$ cat config.mk
export PLATFORM = sky130hd
export DESIGN_NAME = vga_capture_flat
export DESIGN_NICKNAME = d
export VERILOG_FILES = /design/src/rtl/vga_capture_if.sv /design/src/rtl/vga_capture.sv /design/src/flat_wrapper.sv
export SDC_FILE = /design/constraint.sdc
export NUM_CORES = 1
export LEC_CHECK = 0
export ABC_AREA = 1
export CORE_UTILIZATION = 35
export CTS_CLUSTER_SIZE = 12
export DETAILED_ROUTE_END_ITERATION = 10
export PLACE_DENSITY = 0.65
export SKIP_CTS_REPAIR_TIMING = 1
export SYNTH_ARGS = -nofsm -noshare
export SYNTH_HDL_FRONTEND = slang
export SYNTH_SLANG_ARGS = --single-unit
$ cat constraint.sdc
create_clock -name clk -period 2.67 [get_ports clk]
set_input_delay 0.4005 -clock clk [delete_from_list [all_inputs] [get_ports clk]]
set_output_delay 0.4005 -clock clk [all_outputs]
set_load 0.01 [all_outputs]
$ cat src/rtl/vga_capture_if.sv
// Video input port and RAM write port of the frame capture block.
// master drives the video stream and sinks writes; slave is the capture block.
interface vga_capture_if;
    localparam int unsigned ADDR_W = 15;
    localparam int unsigned DATA_W = 16;

    logic              pix_ce;
    logic              hsync;
    logic              vsync;
    logic [2:0]        r;
    logic [2:0]        g;
    logic [1:0]        b;
    logic              wr_en;
    logic [ADDR_W-1:0] wr_addr;
    logic [DATA_W-1:0] wr_data;

    modport master (
        output pix_ce, hsync, vsync, r, g, b,
        input  wr_en, wr_addr, wr_data
    );

    modport slave (
        input  pix_ce, hsync, vsync, r, g, b,
        output wr_en, wr_addr, wr_data
    );
endinterface

$ cat src/rtl/vga_capture.sv
// Captures one active-low-sync RGB332 frame, decimated 4:1 per axis, into
// video RAM as 16-bit words holding two pixels, row pitch H_ACTIVE/8 words.
module vga_capture #(
    parameter int unsigned H_START  = 48,
    parameter int unsigned H_ACTIVE = 640,
    parameter int unsigned V_START  = 33,
    parameter int unsigned V_ACTIVE = 480
) (
    input  logic         clk,
    input  logic         rst_n,
    vga_capture_if.slave vid,
    input  logic         arm,
    output logic         busy,
    output logic         done,
    output logic         err
);
    localparam int unsigned PX_W   = 11;
    localparam int unsigned LN_W   = 10;
    localparam int unsigned ADDR_W = 15;
    localparam int unsigned PIX_W  = 8;

    localparam logic [PX_W-1:0]   PX_MAX    = PX_W'(2047);
    localparam logic [PX_W-1:0]   PX_PRE    = PX_W'(2046);
    localparam logic [PX_W-1:0]   H_LO      = PX_W'(H_START);
    localparam logic [PX_W-1:0]   H_HI      = PX_W'(H_START + H_ACTIVE);
    localparam logic [LN_W-1:0]   V_LO      = LN_W'(V_START);
    localparam logic [LN_W-1:0]   V_HI      = LN_W'(V_START + V_ACTIVE);
    localparam logic [2:0]        H_OFS     = 3'(H_START);
    localparam logic [1:0]        V_OFS     = 2'(V_START);
    localparam logic [ADDR_W-1:0] LAST_ADDR = ADDR_W'((V_ACTIVE / 4) * (H_ACTIVE / 8) - 1);

    typedef enum logic [1:0] {
        IDLE    = 2'd0,
        WAIT_VS = 2'd1,
        CAPTURE = 2'd2
    } state_t;

    state_t             state;
    state_t             state_d;

    logic               pce_q;
    logic               hs_q;
    logic               hs_qq;
    logic               vs_q;
    logic               vs_qq;
    logic [PIX_W-1:0]   pix_q;

    logic [PX_W-1:0]    px;
    logic [LN_W-1:0]    ln;
    logic [ADDR_W-1:0]  word_cnt;
    logic [PIX_W-1:0]   hold;

    logic               hs_rise_c;
    logic               vs_rise_c;
    logic               h_act_c;
    logic               v_act_c;
    logic [2:0]         xi_lo_c;
    logic [1:0]         yi_lo_c;
    logic               sample_c;
    logic               px_sat_c;
    logic               last_word_c;

    logic               done_d;
    logic               err_d;
    logic               wr_en_d;
    logic               hold_ld_d;
    logic               cnt_clr_d;

    // Input stage; syncs reset to their inactive level so no edge appears at reset release.
    always_ff @(posedge clk or negedge rst_n) begin
        if (!rst_n) begin
            pce_q <= 1'b0;
            hs_q  <= 1'b1;
            hs_qq <= 1'b1;
            vs_q  <= 1'b1;
            vs_qq <= 1'b1;
            pix_q <= '0;
        end else begin
            pce_q <= vid.pix_ce;
            hs_q  <= vid.hsync;
            hs_qq <= hs_q;
            vs_q  <= vid.vsync;
            vs_qq <= vs_q;
            pix_q <= {vid.b, vid.g, vid.r};
        end
    end

    assign hs_rise_c = hs_q & ~hs_qq;
    assign vs_rise_c = vs_q & ~vs_qq;

    // The strobe carrying the hsync edge is pixel 0 of the new line.
    always_ff @(posedge clk or negedge rst_n) begin
        if (!rst_n) begin
            px <= '0;
            ln <= '0;
        end else begin
            if (hs_rise_c) begin
                px <= pce_q ? PX_W'(1) : '0;
            end else if (pce_q && (px != PX_MAX)) begin
                px <= px + PX_W'(1);
            end

            if (vs_rise_c) begin
                ln <= hs_rise_c ? LN_W'(1) : '0;
            end else if (hs_rise_c) begin
                ln <= ln + LN_W'(1);
            end
        end
    end

    assign h_act_c     = (px >= H_LO) && (px < H_HI);
    assign v_act_c     = (ln >= V_LO) && (ln < V_HI);
    assign xi_lo_c     = px[2:0] - H_OFS;
    assign yi_lo_c     = ln[1:0] - V_OFS;
    assign sample_c    = pce_q && !hs_rise_c && h_act_c && v_act_c
                         && (xi_lo_c[1:0] == 2'd0) && (yi_lo_c == 2'd0);
    assign px_sat_c    = pce_q && !hs_rise_c && (px == PX_PRE);
    assign last_word_c = (word_cnt == LAST_ADDR);

    // State register and sticky status flags.
    always_ff @(posedge clk or negedge rst_n) begin
        if (!rst_n) begin
            state <= IDLE;
            busy  <= 1'b0;
            done  <= 1'b0;
            err   <= 1'b0;
        end else begin
            state <= state_d;
            busy  <= (state_d != IDLE);
            done  <= done_d;
            err   <= err_d;
        end
    end

    // Next state; a final write wins over a coincident vsync edge.
    always_comb begin
        state_d   = state;
        done_d    = done;
        err_d     = err;
        wr_en_d   = 1'b0;
        hold_ld_d = 1'b0;
        cnt_clr_d = 1'b0;
        case (state)
            IDLE: begin
                if (arm) begin
                    state_d = WAIT_VS;
                    done_d  = 1'b0;
                    err_d   = 1'b0;
                end
            end
            WAIT_VS: begin
                if (vs_rise_c) begin
                    state_d   = CAPTURE;
                    cnt_clr_d = 1'b1;
                end
            end
            CAPTURE: begin
                if (sample_c && xi_lo_c[2] && last_word_c) begin
                    wr_en_d = 1'b1;
                    state_d = IDLE;
                    done_d  = 1'b1;
                end else if (vs_rise_c || px_sat_c) begin
                    state_d = IDLE;
                    err_d   = 1'b1;
                end else begin
                    wr_en_d   = sample_c && xi_lo_c[2];
                    hold_ld_d = sample_c && !xi_lo_c[2];
                end
            end
            default: begin
                state_d = IDLE;
            end
        endcase
    end

    // Write port, word address counter and even-pixel holding register.
    always_ff @(posedge clk or negedge rst_n) begin
        if (!rst_n) begin
            vid.wr_en   <= 1'b0;
            vid.wr_addr <= '0;
            vid.wr_data <= '0;
            word_cnt    <= '0;
            hold        <= '0;
        end else begin
            vid.wr_en <= wr_en_d;
            if (wr_en_d) begin
                vid.wr_addr <= word_cnt;
                vid.wr_data <= {pix_q, hold};
            end
            if (cnt_clr_d) begin
                word_cnt <= '0;
            end else if (wr_en_d) begin
                word_cnt <= word_cnt + ADDR_W'(1);
            end
            if (hold_ld_d) begin
                hold <= pix_q;
            end
        end
    end

endmodule
$ cat src/flat_wrapper.sv
// flat-port wrapper written by rule: the top's interface ports become plain ports
module vga_capture_flat 
#(
    parameter int unsigned H_START  = 48,
    parameter int unsigned H_ACTIVE = 640,
    parameter int unsigned V_START  = 33,
    parameter int unsigned V_ACTIVE = 480
)
  (clk, rst_n, arm, busy, done, err, vid_pix_ce, vid_hsync, vid_vsync, vid_r, vid_g, vid_b, vid_wr_en, vid_wr_addr, vid_wr_data);
  vga_capture_if vid_i ();
  input  logic clk;
  input  logic rst_n;
  input  logic arm;
  output logic busy;
  output logic done;
  output logic err;
  input wire logic [$bits(vid_i.pix_ce)-1:0] vid_pix_ce;
  input wire logic [$bits(vid_i.hsync)-1:0] vid_hsync;
  input wire logic [$bits(vid_i.vsync)-1:0] vid_vsync;
  input wire logic [$bits(vid_i.r)-1:0] vid_r;
  input wire logic [$bits(vid_i.g)-1:0] vid_g;
  input wire logic [$bits(vid_i.b)-1:0] vid_b;
  output wire logic [$bits(vid_i.wr_en)-1:0] vid_wr_en;
  output wire logic [$bits(vid_i.wr_addr)-1:0] vid_wr_addr;
  output wire logic [$bits(vid_i.wr_data)-1:0] vid_wr_data;
  assign vid_i.pix_ce = vid_pix_ce;
  assign vid_i.hsync = vid_hsync;
  assign vid_i.vsync = vid_vsync;
  assign vid_i.r = vid_r;
  assign vid_i.g = vid_g;
  assign vid_i.b = vid_b;
  assign vid_wr_en = vid_i.wr_en;
  assign vid_wr_addr = vid_i.wr_addr;
  assign vid_wr_data = vid_i.wr_data;
  vga_capture #(.H_START(H_START), .H_ACTIVE(H_ACTIVE), .V_START(V_START), .V_ACTIVE(V_ACTIVE)) u_core (.clk(clk), .rst_n(rst_n), .vid(vid_i), .arm(arm), .busy(busy), .done(done), .err(err));
endmodule
==> summary.txt <==
Timing
  • Worst Tran Pin Value: 0.578 ns
  • Setup-failing EPs final: 0
  • Number of slew-limit violations in the final report: 0
  • Share of the clock period used by the worst path after layout: 82.2%
  • Final clock skew: 0.00519 ns
  • Timing-limited maximum frequency: 456 MHz
  • Total Negative Setup Slacks: 0 ns
  • Final number of hold-violating endpoints: 0
  • Setup repair after global routing missed its margin: no
  • Slew margin rel.: 61.5%
  • Min cycle time layout: 2.19 ns

Clock network
  • Root Buffer: sky130_fd_sc_hd__clkbuf_16
  • TritonCTS clock tree: yes
  • Clock tree sinks: 94
  • H-tree levels: 3
  • Deepest clock path buffer count: 2
  • Num CTS Buffers: 9
  • Later-pin clock latency in the skew report: 0.35 ns
  • CTS clk-pin slew, worst paths: 0.06 ns

Global routing
  • Grt total ovfl: 0
  • Number of antenna violations at the first check in global routing: 0
  • Number of global-route vias before repair: 3,454
  • Global-route wire length before repair: 16.2 mm
  • All-layer global routing usage: 15.9%
  • Largest net degree at the start of global routing: 56

Critical path
  • Data arrival, critical path: 2.48 ns
  • Worst path most repeated cell: sky130_fd_sc_hd__nand2_1
  • Startpoint kind of the worst setup timing path: flip-flop
  • List of cells traversed by the critical path: ha_1, nand3_1, nor3_4, nand3_2, nand2_4, nand3_4, inv_1, nand2_1, nand2_1
  • Maximum cell stage delay along the critical path: 0.42 ns
  • Crit path required time: 2.95 ns
  • Max stage delay cell, worst path: sky130_fd_sc_hd__dfrtp_1
  • Critical Setup Path Class: reg2reg
  • Critical Path Fanout Max: 15
  • Critical Path Sink Type: flip-flop

Yosys
  • Most used flip-flop cell after synthesis: sky130_fd_sc_hd__dfrtp_1
  • Net count of the mapped netlist: 550
  • Share of synthesized registers carrying an async set or reset: 100%
  • Share of the synthesized area in the top cell type: 51.3%
  • Number of synthesized flops with an enable pin: 0
  • Synth top area cells: sky130_fd_sc_hd__dfrtp_1 51%, sky130_fd_sc_hd__nand2_1 13%, sky130_fd_sc_hd__inv_1 5.9%
  • Seq/Total Area, Yosys: 53.7%
  • Number of distinct library cell variants in the gate-level netlist after synthesis: 26
  • Yosys reg bits: 94
  • Gate count of the mapped netlist: 529
  • Mapped cell area: 0.00439 mm2
  • Synth area leader: sky130_fd_sc_hd__dfrtp_1
  • Ys Warns: 0
  • Synthesized area per cell: 8.30 um2

Die
  • Row cnt: 40
  • Core ar.: 0.0121 mm2
  • Chip height: 114 um
  • Horiz. Die Dim: 114 um
  • Die Footprint: 0.0130 mm2
  • Initial core utilization: 36.3%
  • Total I/O pin count: 49

Layout
  • Final #Nets: 600
  • Antenna fix cells: 0
  • Non-filler cells in the finished layout: 752
  • Area added between synthesis and finish: 22.9%
  • Fraction of final layout cells sized beyond drive strength 1: 5.82%
  • Most common library cell in the layout ignoring fill and taps: sky130_fd_sc_hd__nand2_1
  • Number of fill cells in the layout: 1,180
  • Most frequent cells in the layout: 150 x sky130_fd_sc_hd__nand2_1, 90 x sky130_fd_sc_hd__dfrtp_1, 69 x sky130_fd_sc_hd__inv_1

Run
  • # Max-Cap Violations: 0

Placement
  • Cell total after placement: 736
  • Weighted congestion reported at the end of routability-driven placement: 0.864
  • Detailed-placement wirelength estimate: 6.76 mm
  • Number of buffers inserted by port buffering: 48

Drt
  • TritonRoute pass-1 iters: 5
  • DRT iter0 DRCs: 295
  • Antenna Nets Post-Route: 0
  • DR vias: 3,591
  • DRC violations left: 0
  • Routed len/inst: 12.7 um
  • Number of vias per cell after detailed routing: 4.78
  • Final wirelength: 9.54 mm

Power
  • Power per standard cell area: 595 mW/mm2
  • Total leakage power: 2.61 nW
  • Highest ir drop seen on vdd: 0.296 mV

Worst hold path
  • Hold Crit Class: in2async

Run status
  • Result of the run: completed
[path summary, 6_finish.rpt]
| path | endpoint | slack (ns) | depth (start not counted) | from |
|---|---|---|---|---|
| min in group clk | u_core.vs_qq | 0.37 | 0 | u_core.vs_q |
| max in group asynchronous | u_core.px[6] | 1.94 | 2 | rst_n |
| max | u_core.vid.wr_data[3] | 0.48 | 9 | u_core.word_cnt[0] |
| min reg2reg | u_core.vs_qq | 0.37 | 0 | u_core.vs_q |
| min | u_core.ln[0] | 0.05 | 1 | rst_n |
| max reg2reg | u_core.vid.wr_data[3] | 0.48 | 9 | u_core.word_cnt[0] |
[cell type report]
type	count	area (um2)	share of cell area, %
Sequential cell	94	2360	43.7
Inverter	70	263	4.87
Tap cell	168	210	3.90
Clock buffer	11	253	4.68
Timing Repair Buffer	55	556	10.3
Multi-Input combinational cell	349	1680	31.1
Clock inverter	5	81.3	1.51
[metrics by stage]
stage	worst slack (ns)	power [mW]	hold slack, ns	cell area, um2	utilization (%)
finish	0.476	3.21	0.0520	5400	44.5
global route	0.224	3.36	0.107	5400	44.5
CTS	0.479	3.26	0.0770	5400	44.5
detailed placement	0.507	1.83	0.358	5060	41.8
global placement	0.513	1.82	0.357	5060	41.8
floorplan	0.898	1.70	0.105	4390	-
[sequential cells by signal, summed over array words and instances (netlist names), 2 cells and up]
| signal | flops |
|---|---|
| u_core.hold | 8 |
| u_core.pix_q | 8 |
| u_core.vid.wr_data | 16 |
| u_core.vid.wr_addr | 15 |
| u_core.state | 2 |
| u_core.word_cnt | 15 |
| u_core.ln | 10 |
| u_core.px | 11 |
[cell families after synthesis]
kind of cell | share of synthesized area (%)
fa+ha+maj | 1.99
simple gates | 28.1
buf+inv | 8.15
compound gates | 6.50
xor+xnor | 1.60
flops | 53.7
[critical path: cells and delay by family, from the launching register on]
kind,cells,cell delay (ns)
adder cells (fa/ha/maj),1,0.21
buffers and inverters,1,0.33
flip-flops,1,0.42
AND/OR/NAND/NOR,7,1.15
[Yosys cell counts (3+ instances only)]
cell type                    n
sky130_fd_sc_hd__o21ai_0    48
sky130_fd_sc_hd__nor3_1     16
sky130_fd_sc_hd__clkbuf_1    5
sky130_fd_sc_hd__a21oi_1     6
sky130_fd_sc_hd__nand4_1    25
sky130_fd_sc_hd__nor2_1     37
sky130_fd_sc_hd__xor2_1      8
sky130_fd_sc_hd__inv_1      69
sky130_fd_sc_hd__dfstp_2     4
sky130_fd_sc_hd__buf_2       7
sky130_fd_sc_hd__dfrtp_1    90
sky130_fd_sc_hd__ha_1        7
sky130_fd_sc_hd__nand3_1    43
sky130_fd_sc_hd__buf_6       3
sky130_fd_sc_hd__nand2_1   150
[power by group]
part,switching (mW),leakage (nW),total (mW),internal [mW]
Combinational,0.181,1.18,0.284,0.102
Clock,0.534,0.162,1.40,0.871
Sequential,0.0414,1.27,1.52,1.48
[per-layer routing]
metal,up-vias,share of wire (%),global-route usage (%)
met1,1673,46,20.8
met5,-,0,0
met2,94,47,24.9
met4,0,2.8,9.09
met3,21,3.9,2.82
li1,1803,-,-
(Power assumes the default switching activity.)
